$ cat config.mk
export PLATFORM = sky130hd
export DESIGN_NAME = bet_ledger
export DESIGN_NICKNAME = d
export VERILOG_FILES = /design/src/rtl/bet_ledger.sv
export SDC_FILE = /design/constraint.sdc
export NUM_CORES = 1
export LEC_CHECK = 0
export ABC_CLOCK_PERIOD_IN_PS = 3700
export CAP_MARGIN = 20
export CELL_PAD_IN_SITES_DETAIL_PLACEMENT = 1
export CELL_PAD_IN_SITES_GLOBAL_PLACEMENT = 1
export CORE_AREA = 2 2 85 87
export CTS_BUF_LIST = sky130_fd_sc_hd__clkbuf_2
export CTS_CLUSTER_SIZE = 28
export DETAILED_ROUTE_END_ITERATION = 8
export DIE_AREA = 0 0 87 89
export MAX_ROUTING_LAYER = met4
export PLACE_DENSITY_LB_ADDON = 0.1
export SYNTH_ARGS = -nofsm -noshare
export SYNTH_HDL_FRONTEND = slang
export SYNTH_SLANG_ARGS = --single-unit
export TNS_END_PERCENT = 30
$ cat constraint.sdc
create_clock -name slow_clock -period 3.7 [get_ports slow_clock]
set_clock_uncertainty 0.05 [all_clocks]
set_input_delay 0.74 -clock slow_clock [delete_from_list [all_inputs] [get_ports slow_clock]]
set_output_delay 0.74 -clock slow_clock [all_outputs]
set_load 0.02 [all_outputs]
$ cat src/rtl/bet_ledger.sv
// Wager/bankroll stage: locks one bet per round, settles it against the round
// result and commits the new balance. Owns the authoritative bankroll.
module bet_ledger #(
   parameter logic [7:0] INIT_BALANCE = 8'd50,
   parameter int         TIE_MULT     = 8
) (
   input  logic       slow_clock,
   input  logic       reset,
   input  logic       bet_load,
   input  logic [1:0] bet_type,
   input  logic [7:0] bet_amount,
   input  logic       round_done,
   input  logic       dealerwin,
   input  logic       playerwin,
   output logic [7:0] balance,
   output logic [1:0] locked_type,
   output logic [7:0] locked_amount,
   output logic       bet_locked,
   output logic       bet_err,
   output logic       moneyerr,
   output logic       settled,
   output logic       broke,
   output logic [7:0] rounds
);

   typedef enum logic [1:0] {IDLE, LOCKED, SETTLE, BROKE} state_t;

   localparam logic [11:0] TIE_W = 12'(TIE_MULT);

   state_t      state, state_nxt;
   logic        dw_q, pw_q;
   logic        bet_ok, accept, reject;
   logic        tie, win, overflow;
   logic [11:0] ext_bal, ext_amt, result;
   logic [7:0]  commit_bal;

   assign bet_ok = (bet_type == 2'b00) ||
                   ((bet_amount != 8'd0) && (bet_amount <= balance));

   // Settlement is evaluated in 12 bits so a tie payout can be seen to overflow.
   always_comb begin
      // NOTE: every combinational output gets a default first so no latch is inferred.
      ext_bal    = {4'd0, balance};
      ext_amt    = {4'd0, locked_amount};
      tie        = dw_q && pw_q;
      win        = (pw_q && !dw_q && locked_type == 2'b01) ||
                   (dw_q && !pw_q && locked_type == 2'b10);
      result     = ext_bal;
      if (locked_type == 2'b00)
         result = ext_bal;
      else if (tie)
         result = (locked_type == 2'b11) ? ext_bal + ext_amt * TIE_W : ext_bal;
      else if (win)
         result = ext_bal + ext_amt;
      else
         result = ext_bal - ext_amt;
      overflow   = |result[11:8];
      commit_bal = overflow ? balance : result[7:0];
   end

   always_comb begin
      state_nxt = state;
      accept    = 1'b0;
      reject    = 1'b0;
      unique case (state)
         IDLE: begin
            if (bet_load) begin
               if (bet_ok) begin
                  accept    = 1'b1;
                  state_nxt = LOCKED;
               end else begin
                  reject    = 1'b1;
               end
            end
         end
         LOCKED: if (round_done) state_nxt = SETTLE;
         SETTLE: state_nxt = (commit_bal == 8'd0) ? BROKE : IDLE;
         BROKE:  state_nxt = BROKE;
         default: state_nxt = IDLE;
      endcase
   end

   // NOTE: sequential state uses non-blocking assignments so every register samples pre-edge values.
   always_ff @(posedge slow_clock) begin
      if (reset) state <= IDLE;
      else       state <= state_nxt;
   end

   always_ff @(posedge slow_clock) begin
      if (reset) begin
         balance       <= INIT_BALANCE;
         locked_type   <= 2'b00;
         locked_amount <= 8'd0;
         bet_err       <= 1'b0;
         moneyerr      <= 1'b0;
         settled       <= 1'b0;
         rounds        <= 8'd0;
         dw_q          <= 1'b0;
         pw_q          <= 1'b0;
      end else begin
         settled <= 1'b0;
         if (accept) begin
            locked_type   <= bet_type;
            locked_amount <= (bet_type == 2'b00) ? 8'd0 : bet_amount;
            bet_err       <= 1'b0;
         end
         if (reject) bet_err <= 1'b1;
         if (state == LOCKED && round_done) begin
            dw_q <= dealerwin;
            pw_q <= playerwin;
         end
         if (state == SETTLE) begin
            balance  <= commit_bal;
            moneyerr <= overflow;
            rounds   <= rounds + 8'd1;
            settled  <= 1'b1;
         end
      end
   end

   assign bet_locked = (state == LOCKED) || (state == SETTLE);
   assign broke      = (state == BROKE);

endmodule
; ---- Word-level counts from Yosys, hierarchy flattened
; Index checks and enable logic that the tools add are counted.
[totals]
reg_bits = 33
out_inout_bits = 31
rom_bits = 0
input_bits = 16
n_memories = 0
wordCells = 64
latch_bits = 0
ramBits = 0
[classes]
n_mux = 20
eq_ne = 9
n_lt_le_gt_ge = 1
shifts = 0
add_sub_neg = 4
n_reduce_logical = 20
n_mul = 0
bitwise = 0
div_mod_pow = 0
[ops]
columns = operator, count
row1 = two-way mux 12 bit, 4
row2 = two-way mux 8 bit, 2
row3 = adder 8 x 11 -> 12 bit, 1
row4 = adder 8 x 8 -> 9 bit, 1
row5 = two-way mux 1 bit, 9
row6 = subtractor 8 x 8 -> 9 bit, 1
row7 = "adder 8 x 1 -> 8 bit, second input constant", 1
row8 = "equality test 2 bit, second input constant", 4
row9 = less-or-equal comparator 8 bit, 1
row10 = logical NOT 8 bit, 1
row11 = two-way mux 2 bit, 4
row12 = one-hot mux 2 bit (4 select lines), 1
row13 = nonzero test 8 bit, 1
row14 = logical AND 1 bit, 7
row15 = logical NOT 2 bit, 3
row16 = "inequality test 2 bit, second input constant", 3
row17 = "equality test 2 x 1 -> 1 bit, second input constant", 2
row18 = OR reduction 4 bit, 1
row19 = logical OR 1 bit, 3
row20 = AND reduction 3 bit, 1
row21 = logical NOT 1 bit, 2
row22 = nonzero test 2 bit, 1

; ---- Depth between registers and ports, before layout
[depth]
depth_word = 12
mapped_depth = 14
mapped_depth_nobuf = 12

; ---- Least setup slack after synthesis
; OpenSTA, ideal clock, no wires.
[synth_path]
path_kind = register -> register
start = register balance[3]
end = register balance[1]
setup_slack_ns = 0.746
path_stages_with_launch = 14
t_required_ns = 3.530
arrival_time_ns = 2.784
cell_sequence = dfxtp_1 -> ha_1 -> fa_1 -> a211oi_2 -> nor3b_2 -> mux2_2 -> a41o_1 -> and3b_1 -> buf_2 -> nor2b_1 -> buf_2 -> a21oi_1 -> a21oi_1 -> or2_1
[synth_between]
elab_chain_len = 6
word_cells_on_any_way = 9
classes_between = 3 x add/sub / 5 x mux / 1 x reduce/logical
[synth_lines]
columns = element, line
row1 = from (decl), 15  ; output logic [7:0] balance,
row2 = from (signal assigned), 113  ; balance <= commit_bal;
row3 = "adder 8 x 11 -> 12 bit, or another cell as far along", 52  ; result = (locked_type == 2'b11) ? ext_bal + ext_amt * TIE_W : ext_bal;
row4 = "two-way mux 12 bit, on equally long branches", "52, 53"
row5 = two-way mux 12 bit (*), 51  ; else if (tie)
row6 = two-way mux 12 bit (*), 49  ; if (locked_type == 2'b00)
row7 = OR reduction 4 bit (*), 57  ; overflow = |result[11:8];
row8 = two-way mux 8 bit (*), 58  ; commit_bal = overflow ? balance : result[7:0];
; Mark *: on every way between the ends. The rest lies on a longest branch, timed or not.
; A chain may end at the register's enable or synchronous reset.

; ---- Worst setup path after layout
[layout_path]
start = register locked_amount[0]
end = register balance[1]
[layout_between]
elab_chain_len = 6
word_cells_on_any_way = 9
classes_between = 3 x add/sub / 5 x mux / 1 x reduce/logical
[layout_lines]
columns = element, line
row1 = from (decl), 17  ; output logic [7:0] locked_amount,
row2 = from (signal assigned), 104  ; locked_amount <= (bet_type == 2'b00) ? 8'd0 : bet_amount;
row3 = "adder 8 x 11 -> 12 bit, or another cell as far along", 52
row4 = "two-way mux 12 bit, on equally long branches", "52, 53"
row5 = two-way mux 12 bit (*), 51
row6 = two-way mux 12 bit (*), 49
row7 = OR reduction 4 bit, 57
row8 = two-way mux 8 bit (*), 58
; Marked as above.

==> run summary <==
The flow ran to the end, and the final reports show no timing, DRC or antenna violations. The logs give 52 for the post-synthesis cell type count and 0 for the total overflow reported by the global router. The cell sitting at the root of the clock tree is a sky130_fd_sc_hd__clkbuf_2. The die width is 87 um, and the number of endpoints with negative hold slack in the final report is 0. The tools report the number of global-route vias before repair as 2777. After synthesis, the mean cell area works out to 8.18 um2.

The number of buffers inserted by port buffering was 46. After the first detailed-routing iteration, the DRC count stood at 106. Number of max-slew violations in the final report: 0. For this block, the routed nets add up to 8.44 mm of wire. In this run the number of H-tree levels came out at 2. The number of setup buffers added after CTS is 0. Entering global routing, the biggest net connects 17 pins. The instance count of the mapped netlist was 332; the power density over cell area was 465 nW/um2. The class of the tightest hold or removal check was reg2reg. Relative to the synthesized area, the layout overhead comes to 23.0%.

The effective utilization at floorplan is 0.404. In this run the remaining antenna-violating nets after routing total 0. Row generation in the floorplan step produced 30 rows. Using the TritonRoute via totals, the vias-per-cell ratio works out to 5.67.

The headroom to the max-slew limit is 0.491. 47 I/O pins were placed. The total vias in the final route came out at 2623.

The worst setup path is captured at a flop. The tools report the sequential share of the synthesized area as 0.243. The run gives 0.854 as the routability-driven placement congestion ratio. The first-pass GRT wire length is 13.6 mm, and the TritonCTS sink count is 33.

The critical path class is reg2reg. Routed wire length per instance: 18.2 um. The dominant synthesized flop cell was sky130_fd_sc_hd__dfxtp_1. The pre-antenna-repair detailed-routing pass consisted of 4 iterations. The total half-perimeter wirelength after legalization and detailed placement was 6.76 mm. The multi-input gate area in the final layout came out at 1890 um2. The startpoint kind of the worst setup timing path was a flop.

On the final layout, the worst hold slack is 0.458 ns. TritonCTS built the clock tree. At the pin with the least slew margin, the transition time is 0.763 ns. The tools report the overall fraction of global-route tracks in use as 0.233. The number of clock buffers added by TritonCTS is 5.

The total of cells resized after clock tree synthesis came out at 0. Walking the worst path, the cells encountered are ha_1 -> fa_1 -> a211oi_2 -> nor3b_2 -> mux2_2 -> a41o_1 -> and3b_1 -> nor2b_1 -> and2_4 -> a21oi_1 -> or2_1. The total area inside the core boundary comes to 6720 um2. Total of fill cells in the finished design: 845. The cell area that synthesis handed to floorplanning was 2720 um2. In the routed design, unresolved DRC markers number 0.

The logs give 386 for the net count after synthesis and 3.93 ns for the required arrival time at the worst endpoint. The run gives 0 as the hold buffer count at CTS. The tools report the final-stage net count as 436. Share of post-route cells with drive strength above 1: 0.0653. The post-route fraction of the period consumed by the critical path is 0.913.

In the final layout, flip-flops and latches occupy 661 um2. Yosys mapped a number of flops with a built-in enable equal to 0. IR analysis of the VDD net gives a maximum drop of 339 uV. Timing would allow up to 296 MHz. Data on the critical path arrives at its endpoint at 3.61 ns. The final critical delay including setup and external delays came out at 3.38 ns.

Max-cap violations in this run came to 0. The run gives 0 as the initial antenna violation count. Worst stage delay on the critical path: 0.61 ns. Setup repair after global routing left no endpoint under its margin. Clock-pin slew was measured on the worst setup and hold paths at 0.17 ns. The slowest stage of the critical path belongs to the cell sky130_fd_sc_hd__nor2b_1. The floorplan step set the die height to 89 um. The clock passes through at most 2 buffers. For this run, the number of Yosys warnings is 0. Total die area: 7740 um2.

Setup slack on the critical path of the routed design comes to 0.320 ns. 0 antenna diodes ended up in the layout. The source-to-sink clock delay at the later pin of the worst-skew pair is 0.37 ns. After synthesis the netlist holds a flip-flop and latch count of 33. The post-synthesis async set-or-reset flop share came out at 0.

For this design the static power due to leakage is 0.00136 uW. For the count of endpoints failing setup in the final report, the log shows 0. The aggregate negative setup slack was 0 ns; the pre-CTS worst setup slack was 0.274 ns.

Along the worst path, the maximum fanout reaches 10.
-- through the flow --
| step | area (um2) | std cells | util | power, uW |
|---|---|---|---|---|
| floorplan | 2720 | 332 | - | 1030 |
| global placement | 3280 | 455 | 0.488 | 1290 |
| detailed placement | 3280 | 455 | 0.488 | 1310 |
| CTS | 3340 | 463 | 0.497 | 1570 |
| global route | 3340 | 463 | 0.497 | 1670 |
| finish | 3340 | 463 | 0.497 | 1550 |
-- power breakdown --
part,internal [uW],switching [uW]
combinational,356,474
sequential,403,78.3
clock,115,128
total,874,680
-- layout make-up --
cell class / instances / share of cell area
Multi-Input combinational cell: 262 / 0.567
Sequential cell: 33 / 0.198
Inverter: 25 / 0.0281
Clock inverter: 2 / 0.0101
Tap cell: 80 / 0.0300
Clock buffer: 6 / 0.00899
Timing Repair Buffer: 55 / 0.158
-- routing by layer --
metal  track usage  part of all wire  wire (um)
met5             -                 0          0
met4        0.0696             0.018        155
met3        0.0203             0.019        162
met2         0.411              0.50       4230
met1         0.283              0.46       3890
-- synthesized netlist by cell type, types with 3 or more instances --
cell / count / area, um2
sky130_fd_sc_hd__nor2b_1: 13 / 81.3
sky130_fd_sc_hd__nor2_1: 40 / 150
sky130_fd_sc_hd__nand4_1: 9 / 56.3
sky130_fd_sc_hd__o22ai_1: 3 / 18.8
sky130_fd_sc_hd__o21a_1: 6 / 45.0
sky130_fd_sc_hd__o211ai_1: 3 / 22.5
sky130_fd_sc_hd__buf_2: 6 / 30.0
sky130_fd_sc_hd__fa_1: 3 / 60.1
sky130_fd_sc_hd__nand2_1: 19 / 71.3
sky130_fd_sc_hd__xor2_1: 4 / 35.0
sky130_fd_sc_hd__o31ai_1: 3 / 22.5
sky130_fd_sc_hd__and3_1: 4 / 25.0
sky130_fd_sc_hd__clkbuf_1: 4 / 15.0
sky130_fd_sc_hd__nand2b_1: 5 / 31.3
sky130_fd_sc_hd__mux2i_1: 9 / 90.1
sky130_fd_sc_hd__a22o_1: 8 / 70.1
sky130_fd_sc_hd__a21o_1: 4 / 30.0
sky130_fd_sc_hd__a21oi_1: 22 / 110
sky130_fd_sc_hd__ha_1: 35 / 438
sky130_fd_sc_hd__inv_1: 25 / 93.8
sky130_fd_sc_hd__nand3_1: 6 / 30.0
sky130_fd_sc_hd__xnor2_1: 6 / 52.6
sky130_fd_sc_hd__nor4_1: 5 / 31.3
sky130_fd_sc_hd__a211oi_1: 5 / 37.5
sky130_fd_sc_hd__nor3_1: 5 / 25.0
sky130_fd_sc_hd__dfxtp_1: 33 / 661
sky130_fd_sc_hd__o21ai_0: 16 / 80.1
sky130_fd_sc_hd__o2111ai_1: 3 / 26.3
-- cells by family after synthesis --
| group | Yosys count | share of synthesized area |
|---|---|---|
| XOR/XNOR | 10 | 0.0322 |
| AND/OR/NAND/NOR | 117 | 0.220 |
| multiplexers | 11 | 0.0415 |
| buffers and inverters | 37 | 0.0594 |
| adder cells (fa/ha/maj) | 38 | 0.183 |
| AO/OA/AOI/OAI | 86 | 0.220 |
| flip-flops | 33 | 0.243 |
-- layout by cell type (no fill, tap or decap), drive strengths merged, types with 5 or more instances in the layout --
cell type      netlist  layout
clkdlybuf4s50        0      46
nor2                40      40
ha                  35      35
dfxtp               33      33
inv                 25      25
a21oi               22      22
nand2               19      19
o21ai               16      16
nor2b               13      13
nand4                9       9
mux2i                9       9
buf                  8       9
a22o                 8       8
o21a                 6       6
nand3                6       6
xnor2                6       6
clkbuf               4       6
nor4                 6       6
a211oi               6       6
nor3                 5       5
nand2b               5       5
-- worst paths after layout --
check | startpoint | to | slack [ns] | cells past startpoint
max reg2reg | locked_amount[0] | balance[1] | 0.32 | 11
max | locked_amount[0] | balance[1] | 0.32 | 11
min reg2reg | rounds[7] | rounds[7] | 0.46 | 2
min | rounds[7] | rounds[7] | 0.46 | 2
-- state kept, by name, summed over array words and instances, names as in the netlist, 2 cells and up --
name and count:
state 2, locked_type 2, rounds 8, locked_amount 8, balance 8
-- worst max-delay path, delay by kind of cell (launching register included) --
family	cells	cell delay [ns]
AO/OA/AOI/OAI	3	0.54
multiplexers	1	0.23
adder cells (fa/ha/maj)	2	0.66
AND/OR/NAND/NOR	5	1.42
flip-flops	1	0.39
(Power assumes the default switching activity.)
